`src/rtl/nabp_pkg.sv`:
```
// rtl/nabp_pkg.sv - shared lengths and FSM state encoding for the NABP image collector
package nabp_pkg;

  localparam int DATA_LEN = 32;
  localparam int ADDR_LEN = 16;

  typedef enum logic [2:0] {
    S_IDLE,
    S_KICK,
    S_STREAM,
    S_DRAIN,
    S_DONE
  } state_t;

endpackage

```
`src/rtl/nabp_image_fifo.sv`:
```
// rtl/nabp_image_fifo.sv - capture buffer with first-word-fall-through head
// Pointers carry one extra wrap bit so full and empty are distinguishable.
module nabp_image_fifo #(
  parameter int WIDTH = 48,
  parameter int DEPTH = 8
) (
  input  logic                     clk,
  input  logic                     reset,
  input  logic                     push,
  input  logic [WIDTH-1:0]         push_data,
  input  logic                     pop,
  output logic [WIDTH-1:0]         head,
  output logic                     full,
  output logic                     empty,
  output logic [$clog2(DEPTH):0]   count
);

  localparam int AW = $clog2(DEPTH);
  localparam logic [AW:0] PTR_ONE = 1;

  logic [AW:0]      wr_ptr;
  logic [AW:0]      rd_ptr;
  logic [WIDTH-1:0] mem [DEPTH];

  always_ff @(posedge clk or posedge reset) begin
    if (reset) begin
      wr_ptr <= '0;
      rd_ptr <= '0;
    end else begin
      if (push)
        wr_ptr <= wr_ptr + PTR_ONE;
      if (pop && !empty)
        rd_ptr <= rd_ptr + PTR_ONE;
    end
  end

  always_ff @(posedge clk) begin
    if (push)
      mem[wr_ptr[AW-1:0]] <= push_data;
  end

  assign empty = (wr_ptr == rd_ptr);
  assign full  = (wr_ptr[AW] != rd_ptr[AW]) && (wr_ptr[AW-1:0] == rd_ptr[AW-1:0]);
  assign count = wr_ptr - rd_ptr;
  assign head  = mem[rd_ptr[AW-1:0]];

endmodule

```
`src/rtl/nabp_image_collector.sv`:
```
// rtl/nabp_image_collector.sv - drains NABP image readout into image memory
// Optional hs_checksum output enabled by NABP_IMAGE_CHECKSUM_EN.
module nabp_image_collector import nabp_pkg::*; #(
  parameter int DATA_W     = DATA_LEN,
  parameter int ADDR_W     = ADDR_LEN,
  parameter int FIFO_DEPTH = 8,
  parameter int RD_LATENCY = 1
) (
  input  logic              clk,
  input  logic              reset,
  input  logic              hs_start,
  output logic              hs_busy,
  output logic              hs_done,
  output logic [ADDR_W:0]   hs_pixel_count,
`ifdef NABP_IMAGE_CHECKSUM_EN
  output logic [DATA_W-1:0] hs_checksum,
`endif
  output logic              ir_kick,
  input  logic              ir_kick_ack,
  output logic              ir_enable,
  input  logic              ir_done,
  input  logic [ADDR_W-1:0] ir_addr,
  input  logic [DATA_W-1:0] ir_val,
  output logic              im_wr_en,
  output logic [ADDR_W-1:0] im_wr_addr,
  output logic [DATA_W-1:0] im_wr_data,
  input  logic              im_wr_ready
);

  localparam int CW = $clog2(FIFO_DEPTH) + 1;
  localparam logic [ADDR_W:0] PIX_MAX = {1'b1, {ADDR_W{1'b0}}};
  localparam logic [ADDR_W:0] PIX_ONE = 1;

  state_t                  state;
  logic [RD_LATENCY-1:0]   en_hist;
  logic [CW-1:0]           inflight;
  logic [CW-1:0]           free;
  logic [CW-1:0]           fifo_count;
  logic                    fifo_full;
  logic                    fifo_empty;
  logic                    capture;
  logic                    wr_fire;
  logic                    room;

  always_comb begin
    inflight = '0;
    for (int i = 0; i < RD_LATENCY; i++)
      inflight = inflight + CW'(en_hist[i]);
  end

  // The enable being driven now is also committed, so count it alongside the history.
  assign free    = CW'(FIFO_DEPTH) - fifo_count;
  assign room    = free > (inflight + CW'(ir_enable));
  assign capture = en_hist[RD_LATENCY-1];
  assign wr_fire = im_wr_en && im_wr_ready;
  assign im_wr_en = !fifo_empty;
  assign hs_busy  = (state != S_IDLE);

  nabp_image_fifo #(
    .WIDTH (ADDR_W + DATA_W),
    .DEPTH (FIFO_DEPTH)
  ) u_fifo (
    .clk       (clk),
    .reset     (reset),
    .push      (capture && !fifo_full),
    .push_data ({ir_addr, ir_val}),
    .pop       (wr_fire),
    .head      ({im_wr_addr, im_wr_data}),
    .full      (fifo_full),
    .empty     (fifo_empty),
    .count     (fifo_count)
  );

  always_ff @(posedge clk or posedge reset) begin
    if (reset) begin
      state          <= S_IDLE;
      ir_kick        <= 1'b0;
      ir_enable      <= 1'b0;
      hs_done        <= 1'b0;
      hs_pixel_count <= '0;
      en_hist        <= '0;
`ifdef NABP_IMAGE_CHECKSUM_EN
      hs_checksum    <= '0;
`endif
    end else begin
      en_hist[0] <= ir_enable;
      for (int i = 1; i < RD_LATENCY; i++)
        en_hist[i] <= en_hist[i-1];
      hs_done <= 1'b0;
      if (wr_fire && hs_pixel_count != PIX_MAX)
        hs_pixel_count <= hs_pixel_count + PIX_ONE;
`ifdef NABP_IMAGE_CHECKSUM_EN
      if (wr_fire)
        hs_checksum <= hs_checksum ^ im_wr_data;
`endif
      case (state)
        S_IDLE: begin
          if (hs_start) begin
            state          <= S_KICK;
            ir_kick        <= 1'b1;
            hs_pixel_count <= '0;
`ifdef NABP_IMAGE_CHECKSUM_EN
            hs_checksum    <= '0;
`endif
          end
        end
        S_KICK: begin
          if (ir_kick_ack) begin
            state   <= S_STREAM;
            ir_kick <= 1'b0;
          end
        end
        S_STREAM: begin
          if (ir_done) begin
            state     <= S_DRAIN;
            ir_enable <= 1'b0;
          end else begin
            ir_enable <= room;
          end
        end
        S_DRAIN: begin
          if (inflight == '0 && fifo_empty) begin
            state   <= S_DONE;
            hs_done <= 1'b1;
          end
        end
        S_DONE: state <= S_IDLE;
        default: state <= S_IDLE;
      endcase
    end
  end

endmodule
```
`config.mk`:
```
export PLATFORM = sky130hd
export DESIGN_NAME = nabp_image_collector
export DESIGN_NICKNAME = d
export VERILOG_FILES = /design/src/rtl/nabp_pkg.sv /design/src/rtl/nabp_image_fifo.sv /design/src/rtl/nabp_image_collector.sv
export SDC_FILE = /design/constraint.sdc
export NUM_CORES = 1
export LEC_CHECK = 0
export BUFFER_PORTS_ARGS = -buffer_cell sky130_fd_sc_hd__clkbuf_2
export CAP_MARGIN = 20
export CORE_MARGIN = 8
export CORE_UTILIZATION = 49
export CTS_BUF_LIST = sky130_fd_sc_hd__clkbuf_4
export CTS_CLUSTER_DIAMETER = 150
export CTS_CLUSTER_SIZE = 12
export DETAILED_ROUTE_END_ITERATION = 16
export GPL_TIMING_DRIVEN = 0
export PLACE_DENSITY = 0.69
export RECOVER_POWER = 50
export SLEW_MARGIN = 10
export SYNTH_ARGS = -nofsm -noshare
export SYNTH_HDL_FRONTEND = slang
export SYNTH_SLANG_ARGS = --single-unit
```
`constraint.sdc`:
```
create_clock -name clk -period 6.17 [get_ports clk]
set_input_delay 1.234 -clock clk [delete_from_list [all_inputs] [get_ports clk]]
set_output_delay 1.234 -clock clk [all_outputs]
set_load 0.05 [all_outputs]
```
# Word-level counts from Yosys, hierarchy flattened
# Memory sizes are Yosys's and may differ from the RTL's.
# Index checks and enable logic that the tools add are counted.
[totals]
output_inout_bits = 70
mem_bits_rw = 384
inputBits = 54
memories = 1
wordCells = 57
register_bits = 32
[op_classes]
addsub = 6
n_eq_ne = 11
n_reduce_logical = 14
mux = 16
magnitude_cmp = 1
[mem_list]
columns = ["name", "words", "word_bits", "read_ports", "rd_clocked_by_memory_dff", "write_ports", "line_no", "text"]
rows = [
  ["u_fifo.mem", 8, 48, 1, 0, 1, "nabp_image_fifo.sv:23", "logic [WIDTH-1:0] mem [DEPTH];"],
]
[ops]
columns = ["cell", "n"]
rows = [
  ["$mux W17", 3],
  ["$add A17 B1 Y17 const B", 1],
  ["$ne A17 B17 Y1 const B", 1],
  ["$mux W3", 4],
  ["$pmux W3 S4", 1],
  ["$add A4 B1 Y4 const B", 2],
  ["$ne A2 B2 Y1 const B", 4],
  ["$mux W1", 7],
  ["$eq A3 B2 Y1 const B", 2],
  ["$logic_and A1 B1 Y1", 6],
  ["$eq A4 B4 Y1", 1],
  ["$gt A4 B2 Y1", 1],
  ["$logic_not A4 Y1", 1],
  ["$reduce_and A4 Y1", 1],
  ["$sub A4 B4 Y4", 1],
  ["$sub A4 B4 Y4 const A", 1],
  ["$eq A3 B1 Y1 const B", 1],
  ["$eq A3 B3 Y1", 1],
  ["$logic_not A3 Y1", 1],
  ["$reduce_and A3 Y1", 1],
  ["$reduce_bool A3 Y1", 1],
  ["$add A1 B1 Y2", 1],
  ["$logic_not A1 Y1", 2],
  ["$pmux W1 S2", 1],
  ["other kinds (2)", 2],
]

# Longest topological paths before layout
[depth]
depth_word = 7
ltp_mapped = 13
depth_no_buf = 10

# Hierarchy
# A second synthesis with hierarchy kept.
[hier_totals]
cells_unflattened = 858
area_unflattened_um2 = 16286.9
[by_module_without_submodules]
columns = ["module", "area_each_um2", "cells_each", "n_inst"]
rows = [
  ["nabp_image_fifo", 14925.6, 714, 1],
  ["nabp_image_collector", 1361.3, 144, 1],
]

# Worst setup path after synthesis
# Ideal clock, no wire load.
[synth_timing]
path_type = "flip-flop to flip-flop"
startpoint = "register u_fifo.rd_ptr[0]"
endpoint = "memory u_fifo.mem[0][0], enable pin"
synth_period_minus_slack_ps = 6080
setup_time_ps = 513
arrival_time_ps = 5567
setup_slack_ps = 90
stages_incl_launch_ff = 11
path_cell_list = "dfrtp_1 > buf_2 > buf_4 > buf_2 > inv_1 > ha_1 > and3_1 > clkbuf_1 > a21boi_1 > nand2b_1 > nor3_1"
[synth_between]
elab_chain_len = 6
[synth_rtl]
columns = ["item", "line_no", "text"]
rows = [
  ["from (decl)", "nabp_image_fifo.sv:22", "logic [AW:0] rd_ptr;"],
  ["from (signal assigned)", "nabp_image_fifo.sv:33", "rd_ptr <= rd_ptr + PTR_ONE;"],
  ["$eq A3 B3 Y1", "nabp_image_fifo.sv:43", "assign full = (wr_ptr[AW] != rd_ptr[AW]) && (wr_ptr[AW-1:0] == rd_ptr[AW-1:0]);"],
  ["$logic_and A1 B1 Y1", "nabp_image_fifo.sv:43", ""],
  ["$logic_not A1 Y1", "nabp_image_collector.sv:65", ".push (capture && !fifo_full),"],
  ["$logic_and A1 B1 Y1", "nabp_image_collector.sv:65", ""],
  ["$mux W1", "nabp_image_fifo.sv:38", "if (push)"],
  ["$mux W1 (not written as such)", "nabp_image_fifo.sv:39", "mem[wr_ptr[AW-1:0]] <= push_data;"],
  ["to (decl)", "nabp_image_fifo.sv:23", ""],
]
# No other way between the ends.

# Worst setup path in the final report
[layout_timing]
startpoint = "register u_fifo.rd_ptr[0]"
endpoint = "memory u_fifo.mem[0][29], enable pin"
# The elaborated chain is that of the path after synthesis.

==> metrics.cfg <==
[outcome]
status = complete, no violations

[timing]
min_period_over_period = 0.8293
setup_viol = 0
fin_crit_ns = 5.117
drv_slew = 0
fmax_mhz = 195.4
tightest_slew_ns = 1.129
rsz0062_at_grt = no
finalClockSkew_ns = 0.02230
timing.final.ws_setup_ns = 1.053
finalSetupTns_ns = 0
slew_headroom = 0.2475
hold_viol = 0

[detailed_routing]
first_pass_iters = 5
vias_per_cell = 5.642
wl_microns = 33020
ant_nets = 0
dr.first_iter.drc_count = 436
drc = 0
via_count = 7882
wl_per_cell_microns = 23.64

[min_path]
whs_endpoint = capture
min_path_cells = 0
min_path_type = flip-flop to flip-flop
hold_start = ir_enable

[grt]
grt_use_total = 0.1695
antenna_found_initial = 5
grt-ovfl-total = 0
grt_max_degree = 49
grt_pass1_vias = 8216
grt_pass1_wl_microns = 49930

[worst_setup_path]
startpoint_type = flip-flop
arrival_ns = 5.51
cp_max_fo = 10
r2r_slack_ns = 1.05
reg2regPathDepth = 12
critPathCaptureType = flip-flop
reg2reg_to = u_fifo.mem[0][29]
regToRegStartpoint = u_fifo.rd_ptr[0]
required_ns = 6.57
critical_path_class = flip-flop to flip-flop

[finish]
area_delta_synth_final_pct = 11.87
drive_gt1_frac = 0.3085
fin_nets = 1011

[power_and_ir_drop]
p_leak_nw = 5.866
p_per_area_nw_per_um2 = 483.7
power.total_mw = 8.777
vdd_ir_drop_max_uv = 298.1

[yosys]
synth-compound-area-share = 0.01504
syn_inst = 757
synth_area_per_cell_sq_um = 21.43
synth_top_family_by_area = multiplexers
synth.area.mux_share = 0.1673
ys_warn_count = 0
synth-xor-area-share = 0.009179
synth_fa_ha_area_frac = 0.009719
ys_ff_latch = 416
ys_seq_area_frac = 0.7603
yosys-top-cells-area = edfxtp_1 (71%), mux4_2 (13%), dfrtp_1 (4.9%)
synth_largest_area_cell = edfxtp_1
synth_top_area_share = 0.7109
yosys.area_share.simple = 0.02584
ys_async_sr_fraction = 0.07692
synthDistinctLibCells = 38
synth_area_sq_um = 16220
synth_edf_count = 384
synth_ff_type = edfxtp_1
synth_fp_nets = 823

[floorplanning]
dieWidth_microns = 197.9
coreArea_sq_um = 32540
pin_count = 124
rows = 66
dieArea_sq_um = 39180
start_util = 0.4985
die_h_microns = 197.9

[clock_network]
cts-resized-gates = 0
hold_buffers = 0
clkTransAtPathRegs_ns = 0.14
cts_setup_buffers = 0
cts_buffers = 40
clk_latency_ns = 0.67
htree_levels = 2
clock_sinks = 416
cts_root_buffer = clkbuf_4
clockBufferDepth = 3
cts_tree = built

[place]
io_buffers = 123
post-place-ws_ns = 1.576
routabilityCongestion = 0.7723
dpl.hpwl_microns = 21450

[flow_run]
maxCapViolations = 0

-- per-layer routing --
| layer | global-route usage | share of wire |
|---|---|---|
| met1 | 0.2332 | 0.45 |
| met2 | 0.2763 | 0.49 |
| met5 | 0 | 0.0010 |
| met3 | 0.03294 | 0.048 |
| met4 | 0.04369 | 0.018 |
-- cell usage after synthesis (all sizes together) (3+ instances only) --
cell type and count:
edfxtp 384, mux4 96, mux2 49, dfrtp 32, clkbuf 19, nand2 18, buf 15, inv 15
a21oi 14, nor2 14, o21ai 13, xnor2 13, ha 11, nand4 9, nand3 8, or3 7
nand2b 4, nor2b 4, xor2 4, nor4b 3, o31ai 3
-- power by group --
| part | switching, mW | internal [mW] |
|---|---|---|
| clock | 0.812 | 0.441 |
| sequential | 0.139 | 3.51 |
| combinational | 2.51 | 1.36 |
| total | 3.46 | 5.32 |
-- placed cells by master, fill, tap and decap left out, drive strengths merged, types with 2 or more instances in the layout --
| cell type | count |
|---|---|
| edfxtp | 384 |
| clkbuf | 192 |
| mux4 | 96 |
| mux2 | 49 |
| buf | 36 |
| dfrtp | 32 |
| nand2 | 18 |
| inv | 15 |
| a21oi | 14 |
| nor2 | 14 |
| xnor2 | 13 |
| o21ai | 13 |
| ha | 11 |
| nand4 | 9 |
| nand3 | 8 |
| or3 | 7 |
| xor2 | 4 |
| nand2b | 4 |
| nor2b | 4 |
| o31ai | 3 |
| nor4b | 3 |
| diode | 2 |
| a21o | 2 |
| and4 | 2 |
| a2111o | 2 |
| a2111oi | 2 |
| a211oi | 2 |
| nor4 | 2 |
| or4 | 2 |
| nor3 | 2 |
| nor3b | 2 |
| bufinv | 2 |
-- critical path, stage by stage, from the launching register on --
cell	delay (ns)
dfrtp_1	0.38
buf_2	0.25
buf_4	0.29
clkbuf_1	0.67
inv_1	0.19
ha_1	0.36
and3_1	0.22
clkbuf_1	0.23
a21boi_0	0.68
nand2b_1	0.39
nor3_2	0.68
buf_4	0.33
buf_6	0.16
-- flip-flops by register name, indices dropped and copies added, names as in the netlist --
name and flops:
ir_kick 1, u_fifo.rd_ptr 4, hs_pixel_count 17, u_fifo.wr_ptr 4
state 3, hs_done 1, u_fifo.mem 384, ir_enable 1
capture 1
-- logic make-up (layout without fill, tap and decap cells) --
group / after synthesis / in the layout
simple gates: 78 / 78
flops: 416 / 416
mux: 145 / 145
compound gates: 40 / 40
buf+inv: 49 / 245
xor+xnor: 17 / 17
other cells: 0 / 2
fa+ha+maj: 12 / 12
-- stage by stage --
stage | util | hold slack [ns] | cell area [sq um] | cells
global route | 0.5577 | 0.4945 | 18150 | 1397
global placement | 0.5345 | 0.4284 | 17390 | 1322
floorplan | - | 0.4935 | 16220 | 757
finish | 0.5577 | 0.4648 | 18150 | 1397
CTS | 0.5610 | 0.4618 | 18250 | 1395
detailed placement | 0.5481 | 0.4334 | 17830 | 1345
-- layout make-up --
type                       instances  area (sq um)
sequential                       416         12330
inverter                          15         58.81
timing repair buffer             146         898.4
multi-input combinational        292          3731
clock inverter                     2         60.06
antenna                            2         5.005
tap                              442         553.0
buffer                            34         147.6
clock buffer                      48         360.3
fill                            2568         14390
-- worst max path at each step --
stage | startpoint | end | slack (ns) | cells past startpoint
floorplan | u_fifo.rd_ptr[0] | u_fifo.mem[0][0] | 0.09 | 10
global placement | u_fifo.rd_ptr[0] | u_fifo.mem[1][31] | -3.91 | 10
detailed placement | u_fifo.rd_ptr[0] | u_fifo.mem[0][29] | 1.58 | 12
CTS | u_fifo.rd_ptr[0] | im_wr_en | 1.33 | 9
global route | u_fifo.rd_ptr[0] | u_fifo.mem[0][6] | 0.63 | 12
finish | u_fifo.rd_ptr[0] | u_fifo.mem[0][29] | 1.05 | 12
Power figures use the tool's default switching activity.
